## src/rtl/mult_div_unit.sv

```systemverilog
// Iterative HI/LO multiply/divide unit: radix-2 shift-add multiply, restoring divide, MTHI/MTLO.
// Define MDU_DIV_EN to build the divider; without it DIV/DIVU complete as single-cycle no-ops.
module mult_div_unit #(
  parameter int WIDTH = 32
) (
  input  logic             clk,
  input  logic             reset,
  input  logic             start,
  input  logic [2:0]       op,
  input  logic [WIDTH-1:0] operand_a,
  input  logic [WIDTH-1:0] operand_b,
  output logic             busy,
  output logic             done,
  output logic [WIDTH-1:0] hi,
  output logic [WIDTH-1:0] lo
);

  localparam logic [2:0] OP_MULT  = 3'b000;
  localparam logic [2:0] OP_MULTU = 3'b001;
  localparam logic [2:0] OP_DIV   = 3'b010;
  localparam logic [2:0] OP_DIVU  = 3'b011;
  localparam logic [2:0] OP_MTHI  = 3'b100;
  localparam logic [2:0] OP_MTLO  = 3'b101;

  typedef enum logic [1:0] {
    S_IDLE = 2'd0,
    S_MUL  = 2'd1,
`ifdef MDU_DIV_EN
    S_DIV  = 2'd2,
`endif
    S_FIX  = 2'd3
  } state_t;

  state_t state, state_next;

  logic [4:0]         count;
  logic [WIDTH-1:0]   operand_reg;   // multiplicand or divisor magnitude
  logic [2*WIDTH-1:0] acc;           // {product} or {remainder, quotient}
  logic               neg_result;

  logic               a_neg, b_neg, op_mul, last_iter;
  logic [WIDTH-1:0]   a_mag, b_mag;
  logic [WIDTH:0]     mul_sum;
  logic [2*WIDTH-1:0] mul_next, prod_fixed;

  // Even opcodes of the arithmetic group (MULT, DIV) are the signed ones.
  assign a_neg     = ~op[0] & operand_a[WIDTH-1];
  assign b_neg     = ~op[0] & operand_b[WIDTH-1];
  assign a_mag     = a_neg ? -operand_a : operand_a;
  assign b_mag     = b_neg ? -operand_b : operand_b;
  assign op_mul    = (op == OP_MULT) || (op == OP_MULTU);
  assign last_iter = (count == 5'd31);

  assign mul_sum    = {1'b0, acc[2*WIDTH-1:WIDTH]} + (acc[0] ? {1'b0, operand_reg} : '0);
  assign mul_next   = {mul_sum, acc[WIDTH-1:1]};
  assign prod_fixed = neg_result ? -acc : acc;

`ifdef MDU_DIV_EN
  logic               is_div, neg_rem, div_zero, op_div;
  logic [WIDTH:0]     div_shift, div_diff;
  logic [2*WIDTH-1:0] div_next;
  logic [WIDTH-1:0]   quo_fixed, rem_fixed;

  assign op_div    = (op == OP_DIV) || (op == OP_DIVU);
  assign div_shift = acc[2*WIDTH-1:WIDTH-1];
  assign div_diff  = div_shift - {1'b0, operand_reg};
  assign div_next  = div_diff[WIDTH] ? {div_shift[WIDTH-1:0], acc[WIDTH-2:0], 1'b0}
                                     : {div_diff[WIDTH-1:0],  acc[WIDTH-2:0], 1'b1};
  // With a zero divisor the remainder ends up as |a|; re-applying the dividend
  // sign restores operand_a bit-exactly, so HI needs no special case.
  assign quo_fixed = div_zero ? '1 : (neg_result ? -acc[WIDTH-1:0] : acc[WIDTH-1:0]);
  assign rem_fixed = neg_rem ? -acc[2*WIDTH-1:WIDTH] : acc[2*WIDTH-1:WIDTH];
`endif

  always_ff @(posedge clk) begin
    if (reset) state <= S_IDLE;
    else       state <= state_next;
  end

  // NOTE: every output of this block gets a default first so no path leaves it unassigned (no latches).
  always_comb begin
    state_next = state;
    busy       = 1'b0;
    case (state)
      S_IDLE: begin
        if (start && op_mul) state_next = S_MUL;
`ifdef MDU_DIV_EN
        else if (start && op_div) state_next = S_DIV;
`endif
      end
      S_MUL: begin
        busy = 1'b1;
        if (last_iter) state_next = S_FIX;
      end
`ifdef MDU_DIV_EN
      S_DIV: begin
        busy = 1'b1;
        if (last_iter) state_next = S_FIX;
      end
`endif
      S_FIX: begin
        busy       = 1'b1;
        state_next = S_IDLE;
      end
      default: state_next = S_IDLE;
    endcase
  end

  // NOTE: sequential state uses non-blocking assignments so every register samples pre-edge values.
  always_ff @(posedge clk) begin
    if (reset) begin
      count       <= '0;
      operand_reg <= '0;
      acc         <= '0;
      neg_result  <= 1'b0;
      hi          <= '0;
      lo          <= '0;
      done        <= 1'b0;
`ifdef MDU_DIV_EN
      is_div      <= 1'b0;
      neg_rem     <= 1'b0;
      div_zero    <= 1'b0;
`endif
    end else begin
      done <= 1'b0;
      case (state)
        S_IDLE: begin
          if (start) begin
            case (op)
              OP_MULT, OP_MULTU: begin
                acc         <= {{WIDTH{1'b0}}, b_mag};
                operand_reg <= a_mag;
                neg_result  <= a_neg ^ b_neg;
                count       <= '0;
`ifdef MDU_DIV_EN
                is_div      <= 1'b0;
`endif
              end
              OP_DIV, OP_DIVU: begin
`ifdef MDU_DIV_EN
                acc         <= {{WIDTH{1'b0}}, a_mag};
                operand_reg <= b_mag;
                neg_result  <= a_neg ^ b_neg;
                neg_rem     <= a_neg;
                div_zero    <= (operand_b == '0);
                is_div      <= 1'b1;
                count       <= '0;
`else
                done        <= 1'b1;
`endif
              end
              OP_MTHI: begin
                hi   <= operand_a;
                done <= 1'b1;
              end
              OP_MTLO: begin
                lo   <= operand_a;
                done <= 1'b1;
              end
              default: ;
            endcase
          end
        end
        S_MUL: begin
          acc   <= mul_next;
          count <= count + 5'd1;
        end
`ifdef MDU_DIV_EN
        S_DIV: begin
          acc   <= div_next;
          count <= count + 5'd1;
        end
`endif
        S_FIX: begin
          done <= 1'b1;
`ifdef MDU_DIV_EN
          if (is_div) begin
            hi <= rem_fixed;
            lo <= quo_fixed;
          end else begin
            hi <= prod_fixed[2*WIDTH-1:WIDTH];
            lo <= prod_fixed[WIDTH-1:0];
          end
`else
          hi <= prod_fixed[2*WIDTH-1:WIDTH];
          lo <= prod_fixed[WIDTH-1:0];
`endif
        end
        default: ;
      endcase
    end
  end

endmodule

```

## config.mk

```make
export PLATFORM = sky130hd
export DESIGN_NAME = mult_div_unit
export DESIGN_NICKNAME = d
export VERILOG_FILES = /design/src/rtl/mult_div_unit.sv
export SDC_FILE = /design/constraint.sdc
export NUM_CORES = 1
export LEC_CHECK = 0
export ABC_AREA = 1
export CAP_MARGIN = 5
export CORE_ASPECT_RATIO = 0.75
export CORE_UTILIZATION = 30
export CTS_CLUSTER_SIZE = 40
export DETAILED_ROUTE_END_ITERATION = 10
export PLACE_DENSITY = 0.46
export SLEW_MARGIN = 40
export SYNTH_ARGS = -nofsm -noshare
export SYNTH_HDL_FRONTEND = slang
export SYNTH_SLANG_ARGS = --single-unit
export TNS_END_PERCENT = 1
```

## constraint.sdc

```tcl
create_clock -name clk -period 2.65 [get_ports clk]
set_input_delay 0.53 -clock clk [delete_from_list [all_inputs] [get_ports clk]]
set_output_delay 0.53 -clock clk [all_outputs]
set_load 0.005 [all_outputs]
```

## Word level (Yosys, flattened, before mapping)

Cells that the tools add are included.

| operators by class | value |
|---|---|
| $add $sub $neg | 5 |
| equal/unequal tests | 14 |
| multiplexer cells | 23 |
| bitwise gates (word level) | 4 |
| reductions and logical operators | 14 |

Operator list:

| cell | count |
|---|---|
| two-way mux 32 bit | 7 |
| two-way mux 64 bit | 3 |
| case mux 32 bit (2 select lines) | 2 |
| case mux 64 bit (2 select lines) | 1 |
| negator 32 bit | 2 |
| negator 64 bit | 1 |
| adder 32 x 32 -> 33 bit | 1 |
| AND reduction 3 bit | 4 |
| two-way mux 5 bit | 2 |
| case mux 5 bit (2 select lines) | 1 |
| != test 2 bit, second input constant | 4 |
| == test 3 x 2 -> 1 bit, second input constant | 2 |
| == test 3 bit, second input constant | 2 |
| adder 5 x 1 -> 5 bit, second input constant | 1 |
| == test 5 bit, second input constant | 1 |
| two-way mux 2 bit | 2 |
| != test 2 x 1 -> 1 bit, second input constant | 2 |
| case mux 2 bit (2 select lines) | 1 |
| nonzero test 2 bit | 2 |
| OR reduction 2 bit | 2 |
| OR reduction 4 bit | 1 |
| == test 3 x 1 -> 1 bit, second input constant | 1 |
| zero test 3 bit | 1 |
| two-way mux 1 bit | 3 |
| 10 further kinds | 11 |

| word-level totals | value |
|---|---|
| register bits | 169 |
| output and inout port bits | 66 |

## Logic depth before layout (Yosys ltp)

Gate-level depths: netlist (run 1).

| depth | value |
|---|---|
| depth in word-level cells | 6 |
| depth in mapped cells | 18 |
| mapped depth without buffers | 16 |

## Worst setup path before layout (run 1)

OpenSTA, ideal clock, no wires.

| timing path | value |
|---|---|
| path type | reg2reg |
| from | reg acc[0] |
| to | reg acc[47] |
| arrival time | 2132 ps |
| required time | 2518 ps |
| slack | 386 ps |
| cell stages (with the launch flop) | 18 |
| buffers on the path | 2 |
| cells stage by stage | dfxtp_1 -> buf_6 -> clkbuf_1 -> nand2_1 -> inv_1 -> ha_1 -> inv_1 -> fa_1 -> inv_1 -> nand3_1 -> nand3_1 -> nand2_1 -> nand2_1 -> nand2_1 -> nand2_1 -> a21oi_1 -> o21ai_0 -> a21oi_1 |

| between the ends | value |
|---|---|
| cells in the longest elaborated chain, start to end | 3 |

RTL lines:

| item | RTL line | text |
|---|---|---|
| from (decl) | 38 | `logic [2*WIDTH-1:0] acc;` |
| from (signal assigned) | 131 | `acc <= {{WIDTH{1'b0}}, b_mag};` |
| from (signal assigned) | 165 | `acc <= mul_next;` |
| two-way mux 32 bit | 54 | `assign mul_sum = {1'b0, acc[2*WIDTH-1:WIDTH]} + (acc[0] ? {1'b0, operand_reg} : '0);` |
| adder 32 x 32 -> 33 bit | 54 |  |
| case mux 64 bit (2 select lines) | 126 | `case (state)` |

Every way passes these cells.
A chain may end at the register's enable or synchronous reset.

## Worst setup path after layout (run 1)

| timing path | value |
|---|---|
| from | reg state[1] |
| to | out busy |

| between the ends | value |
|---|---|
| cells in the longest elaborated chain, start to end | 3 |
| elaborated cells on any way between the ends | 4 |
| those cells by class | 2 x eq/ne; 1 x mux; 1 x reduce/logical |

RTL lines:

| item | RTL line | text |
|---|---|---|
| from (decl) | 34 | `state_t state, state_next;` |
| from (signal assigned) | 77 | `else state <= state_next;` |
| == test 2 x 1 -> 1 bit / == test 2 bit (equally long branches) | 84 | `case (state)` |
| OR reduction 2 bit (no source line) * | -- |  |
| two-way mux 1 bit * | 84 |  |
| to (decl) | 12 | `output logic busy,` |

Every way passes the cells marked *; elsewhere a longest branch is shown, timed or not.

==> impl_summary.md, run 1 <==
Outcome
The run finished with clean final reports.

Placed design
The weighted congestion reported at the end of routability-driven placement is 0.928. Once detailed placement completed, the half-perimeter wirelength came to between 40 and 50 mm. In this run the tool buffered the top-level ports with roughly 140 buffer cells.

The number of instances in the placed design is 3106. In this run the cell area measured after placement is 16300 um^2.

Critical path
The number of cells on the critical path is 6. Together, buffers and inverters on the worst path number 4. Data on the critical path arrives at its endpoint at 1.95 ns.

The highest cell delay on the worst timing path is 0.45 ns. On the critical path, the stage with the largest delay is an instance of sky130_fd_sc_hd__clkdlybuf4s50_1. Of all nets on the critical path, the largest fanout is 33.

Traced cell by cell, the critical path runs through inv_1, ha_1, inv_2, buf_8, nand2_1, clkdlybuf4s50_1. The start of the worst register-to-register path is acc[0]$_SDFFE_PP0P_. The required arrival time at the worst endpoint is ~2.1 ns. The critical path is of the flip-flop to primary output type. The internal reg-to-reg setup slack is 0.18 ns.

The worst setup path is captured at a primary output. In this run the worst setup path begins at state[1]$_SDFFE_PP0P_. Among cell families on the critical path, the largest total delay comes from buffers and inverters. The worst register-to-register path has a depth of 16. The capturing point of the worst reg2reg path is acc[56]$_SDFFE_PP0P_.

The nature of the critical path startpoint is a flip-flop. The capture point of the worst path is busy.

STA
Setup repair after global routing left no endpoint under its margin. The minimum hold slack is 0.467 ns. The number of setup violations in the final report is 0. The time the final worst path needs with I/O delays and setup is 2.48 ns. The worst-margin pin slew is 0.741 ns. The clock arrives with 0.0188 ns of skew. The headroom to the max-slew limit is 50.6%. The number of max-slew violations in the final report is 0. Timing would allow up to between 400 and 500 MHz. The final period utilization is 93.6%. The final hold violation count is 0.

Floorplanning
Pin placement for this block handled 136 I/O pins. The die covers between 40000 and 50000 um^2. In this run the standard cell core region covers 44800 um^2.

The die span in x is 249 um. The initial utilization of the core area, before any placement, comes to a little under a third. The die is 187 um tall. The number of placement rows is 67.

Logic synthesis
The area fraction in and, or, nand and nor cells after synthesis is 41.0%. The post-synthesis mux area share is 0%. During synthesis, Yosys emitted a total of 0 warnings. The number of flip-flops and latches in the synthesized netlist is between 150 and 200. The XOR/XNOR share of the synthesized area is roughly 1.4%. The share of the synthesized area in compound gates (AO/OA/AOI/OAI) is 17.6%. Of the total synthesized cell area, the portion taken by full adders, half adders and majority gates is under 10%. By area, the combinational part of the netlist is dominated by simple AND/OR/NAND/NOR gates. The average instance in the mapped netlist occupies just under 6 um^2. The synthesized instance count is about 2400. The number of nets produced by synthesis is 2483.

The number of distinct standard cells referenced by the synthesized netlist is 50. The sequential area share after synthesis is 24.7%. Summing every instance area after synthesis gives 13700 um^2.

Drt
The via density per instance is 5.05. In the routed design, unresolved DRC markers number 0. The count of nets left with antenna violations once routing finished came out at 0. For this block, the routed nets add up to approximately 60 mm of wire. The first routing iteration left 1478 violations. The first-pass iteration count of the detailed router is 8. The total number of vias is ~16000.

The routed length per placed instance is between 15 and 20 um.

Global route
The first global-routing pass estimated 89.5 mm of wire. The number of antenna violations at the first check in global routing was 1. The via count of the first global-routing pass came to between 10000 and 15000. The total grt overflow is 0. The overall track demand over capacity in global routing is around a quarter. Entering global routing, the biggest net connects between 100 and 150 pins.

Hold path
The tightest min-delay check is of the flip-flop to flip-flop type.

Layout
The layout net count is 2652. The share of layout cells above drive strength 1 is 8.81%. The number of flip-flops under the largest register name is 64. For this run, the number of standard cells in the final layout without fillers is 3139.

The register with the most flip-flops in the final layout is acc. Summing all non-filler instances in the final layout gives an area of around 17000 um^2. From synthesis to final layout, the design area changed by 23.4%.

The number of antenna diodes in the final layout is 0. The fill cell instance count of the final layout is 4965.

Power and ir drop
The reported leakage power is 8.20 nW. The power consumption is 12.3 mW. Across the VDD grid, the largest voltage drop is 0.000698 V. The power density relative to cell area is between 700 and 800 nW/um^2.

Clock network
The clock tree from TritonCTS is done. After clock tree synthesis, the repair step resized 0 gates. At the later pin of the worst-skew pair, clock insertion delay measures 0.48 ns. The number of sinks on the clock net is approximately 170.

The count of buffers added by post-CTS timing repair for setup is 0. The number of H-tree levels is 4. The post-cts hold buffer count is 0. The root buffer cell chosen for the clock tree is sky130_fd_sc_hd__clkbuf_16. The deepest clock path buffer count is 2. The number of buffers created by CTS is 17. The clock-pin slew on the worst setup and hold paths is 0.08 ns.

Flow run
The number of max-capacitance violations reported is 0.
==> worst register-to-register path, stage by stage, from the launching register on <==
cell	delay [ns]
sky130_fd_sc_hd__dfxtp_2	0.43
sky130_fd_sc_hd__buf_12	0.21
sky130_fd_sc_hd__nand2_1	0.10
sky130_fd_sc_hd__inv_1	0.14
sky130_fd_sc_hd__ha_1	0.30
sky130_fd_sc_hd__nand2_1	0.16
sky130_fd_sc_hd__inv_1	0.05
sky130_fd_sc_hd__nand2_1	0.06
sky130_fd_sc_hd__nand2_1	0.07
sky130_fd_sc_hd__buf_4	0.14
sky130_fd_sc_hd__nand2_1	0.05
sky130_fd_sc_hd__nand2_1	0.06
sky130_fd_sc_hd__a21oi_1	0.23
sky130_fd_sc_hd__nand2_1	0.09
sky130_fd_sc_hd__nand2_1	0.08
sky130_fd_sc_hd__nand3_1	0.10
sky130_fd_sc_hd__a21oi_1	0.14
==> how the worst min path moves through the flow <==
stage                                             from                           end  slack, ns  cells after the start
after floorplan                  count[4]$_SDFFE_PP0P_         count[4]$_SDFFE_PP0P_       0.45                      2
after global placement           count[4]$_SDFFE_PP0P_         count[4]$_SDFFE_PP0P_       0.46                      2
after detailed placement  operand_reg[31]$_SDFFE_PP0P_  operand_reg[31]$_SDFFE_PP0P_       0.46                      2
after CTS                 operand_reg[31]$_SDFFE_PP0P_  operand_reg[31]$_SDFFE_PP0P_       0.47                      2
after global routing             count[4]$_SDFFE_PP0P_         count[4]$_SDFFE_PP0P_       0.49                      2
final                     operand_reg[31]$_SDFFE_PP0P_  operand_reg[31]$_SDFFE_PP0P_       0.47                      2
==> through the flow <==
stage	setup TNS, ns	setup WS [ns]	util [%]
floorplan	0	0.386	-
global placement	-0.137	-0.0307	36.2
detailed placement	0	0.0581	36.2
CTS	0	0.0217	37.6
global route	0	0.000974	37.6
finish	0	0.169	37.6
==> per-layer routing <==
metal  wire (um)  share of wire, %  vias to the layer above  GRT usage [%]
li1            -                 -                     7963              -
met1       29000                48                     7426           36.5
met2       27100                45                      412           40.8
met3        3280               5.4                       50           3.38
met5           0                 0                        -              0
met4        1050               1.7                        0           5.85
==> area by class of cell <==
cell class | instances | area, um^2 | area share, %
multi-input combinational | 1802 | 8760 | 51.9
sequential | 169 | 3390 | 20.1
timing repair buffer | 236 | 2220 | 13.2
inverter | 314 | 1180 | 6.98
tap | 586 | 733 | 4.34
clock buffer | 17 | 425 | 2.52
clock inverter | 15 | 174 | 1.03
==> placed cells by master (no fill, tap or decap), types with 5 or more instances in the layout <==
| cell | n |
|---|---|
| sky130_fd_sc_hd__nand3_1 | 237 |
| sky130_fd_sc_hd__nand2_2 | 7 |
| sky130_fd_sc_hd__nor2_1 | 308 |
| sky130_fd_sc_hd__inv_1 | 303 |
| sky130_fd_sc_hd__nand2_1 | 649 |
| sky130_fd_sc_hd__o211ai_1 | 12 |
| sky130_fd_sc_hd__inv_2 | 11 |
| sky130_fd_sc_hd__a21oi_2 | 8 |
| sky130_fd_sc_hd__clkdlybuf4s50_1 | 134 |
| sky130_fd_sc_hd__a21oi_1 | 208 |
| sky130_fd_sc_hd__nor3_1 | 10 |
| sky130_fd_sc_hd__or2_2 | 12 |
| sky130_fd_sc_hd__o21ai_0 | 143 |
| sky130_fd_sc_hd__buf_4 | 91 |
| sky130_fd_sc_hd__nand3_2 | 10 |
| sky130_fd_sc_hd__o21a_1 | 13 |
| sky130_fd_sc_hd__o221ai_1 | 5 |
| sky130_fd_sc_hd__dfxtp_1 | 167 |
| sky130_fd_sc_hd__o21bai_1 | 10 |
| sky130_fd_sc_hd__buf_12 | 9 |
| sky130_fd_sc_hd__ha_1 | 40 |
| sky130_fd_sc_hd__nand3b_1 | 8 |
| sky130_fd_sc_hd__nand4_1 | 19 |
| sky130_fd_sc_hd__a31oi_1 | 5 |
| sky130_fd_sc_hd__nor2_4 | 7 |
| sky130_fd_sc_hd__o21ai_1 | 14 |
| sky130_fd_sc_hd__clkbuf_16 | 17 |
| sky130_fd_sc_hd__nor2_2 | 15 |
| sky130_fd_sc_hd__xor2_1 | 18 |
==> synthesized netlist by cell type (all sizes together) <==
library cell	instances	area share [%]
nand3b	9	0.52
or2	15	0.69
o211ai	12	0.66
nand2	659	18
and2	4	0.18
nor3	12	0.51
nand4	19	0.87
ha	41	3.7
clkbuf	56	1.5
o22ai	1	0.046
o31ai	1	0.055
a31oi	5	0.23
fa	1	0.15
buf	30	1.2
o21bai	10	0.55
and3	2	0.091
a21o	2	0.11
inv	314	8.6
xor2	18	1.2
nand3	250	9.8
xnor2	4	0.26
nor3b	1	0.055
a211oi	3	0.16
dfxtp	169	25
a311oi	1	0.064
o221ai	5	0.32
o21ai	164	6.4
a221oi	2	0.13
nor2	332	9.9
o21a	13	0.71
a21oi	216	8.1
==> logic make-up (layout without fill, tap and decap cells) <==
kind of cell / after synthesis / after routing
AO/OA/AOI/OAI: 435 / 435
adder cells (fa/ha/maj): 42 / 42
buffers and inverters: 400 / 582
AND/OR/NAND/NOR: 1303 / 1303
flip-flops: 169 / 169
XOR/XNOR: 22 / 22
==> power breakdown <==
group | switching (mW) | internal (mW) | leakage (nW) | total, mW
registers | 0.440 | 2.94 | 1.37 | 3.38
clock network | 1.35 | 1.28 | 0.290 | 2.63
logic | 4.23 | 2.04 | 6.54 | 6.27
No activity file was read; power rests on OpenSTA's default activity.
==> inputs of run 2 (changes only) <==
--- a/config.mk
+++ b/config.mk
@@ -12,6 +12,7 @@
 export CTS_CLUSTER_SIZE = 40
 export DETAILED_ROUTE_END_ITERATION = 10
 export PLACE_DENSITY = 0.46
+export SKIP_CTS_REPAIR_TIMING = 1
 export SLEW_MARGIN = 40
 export SYNTH_ARGS = -nofsm -noshare
 export SYNTH_HDL_FRONTEND = slang
==> results of run 2 <==
The final DEF is identical to that of run 1; final timing and power are the same.
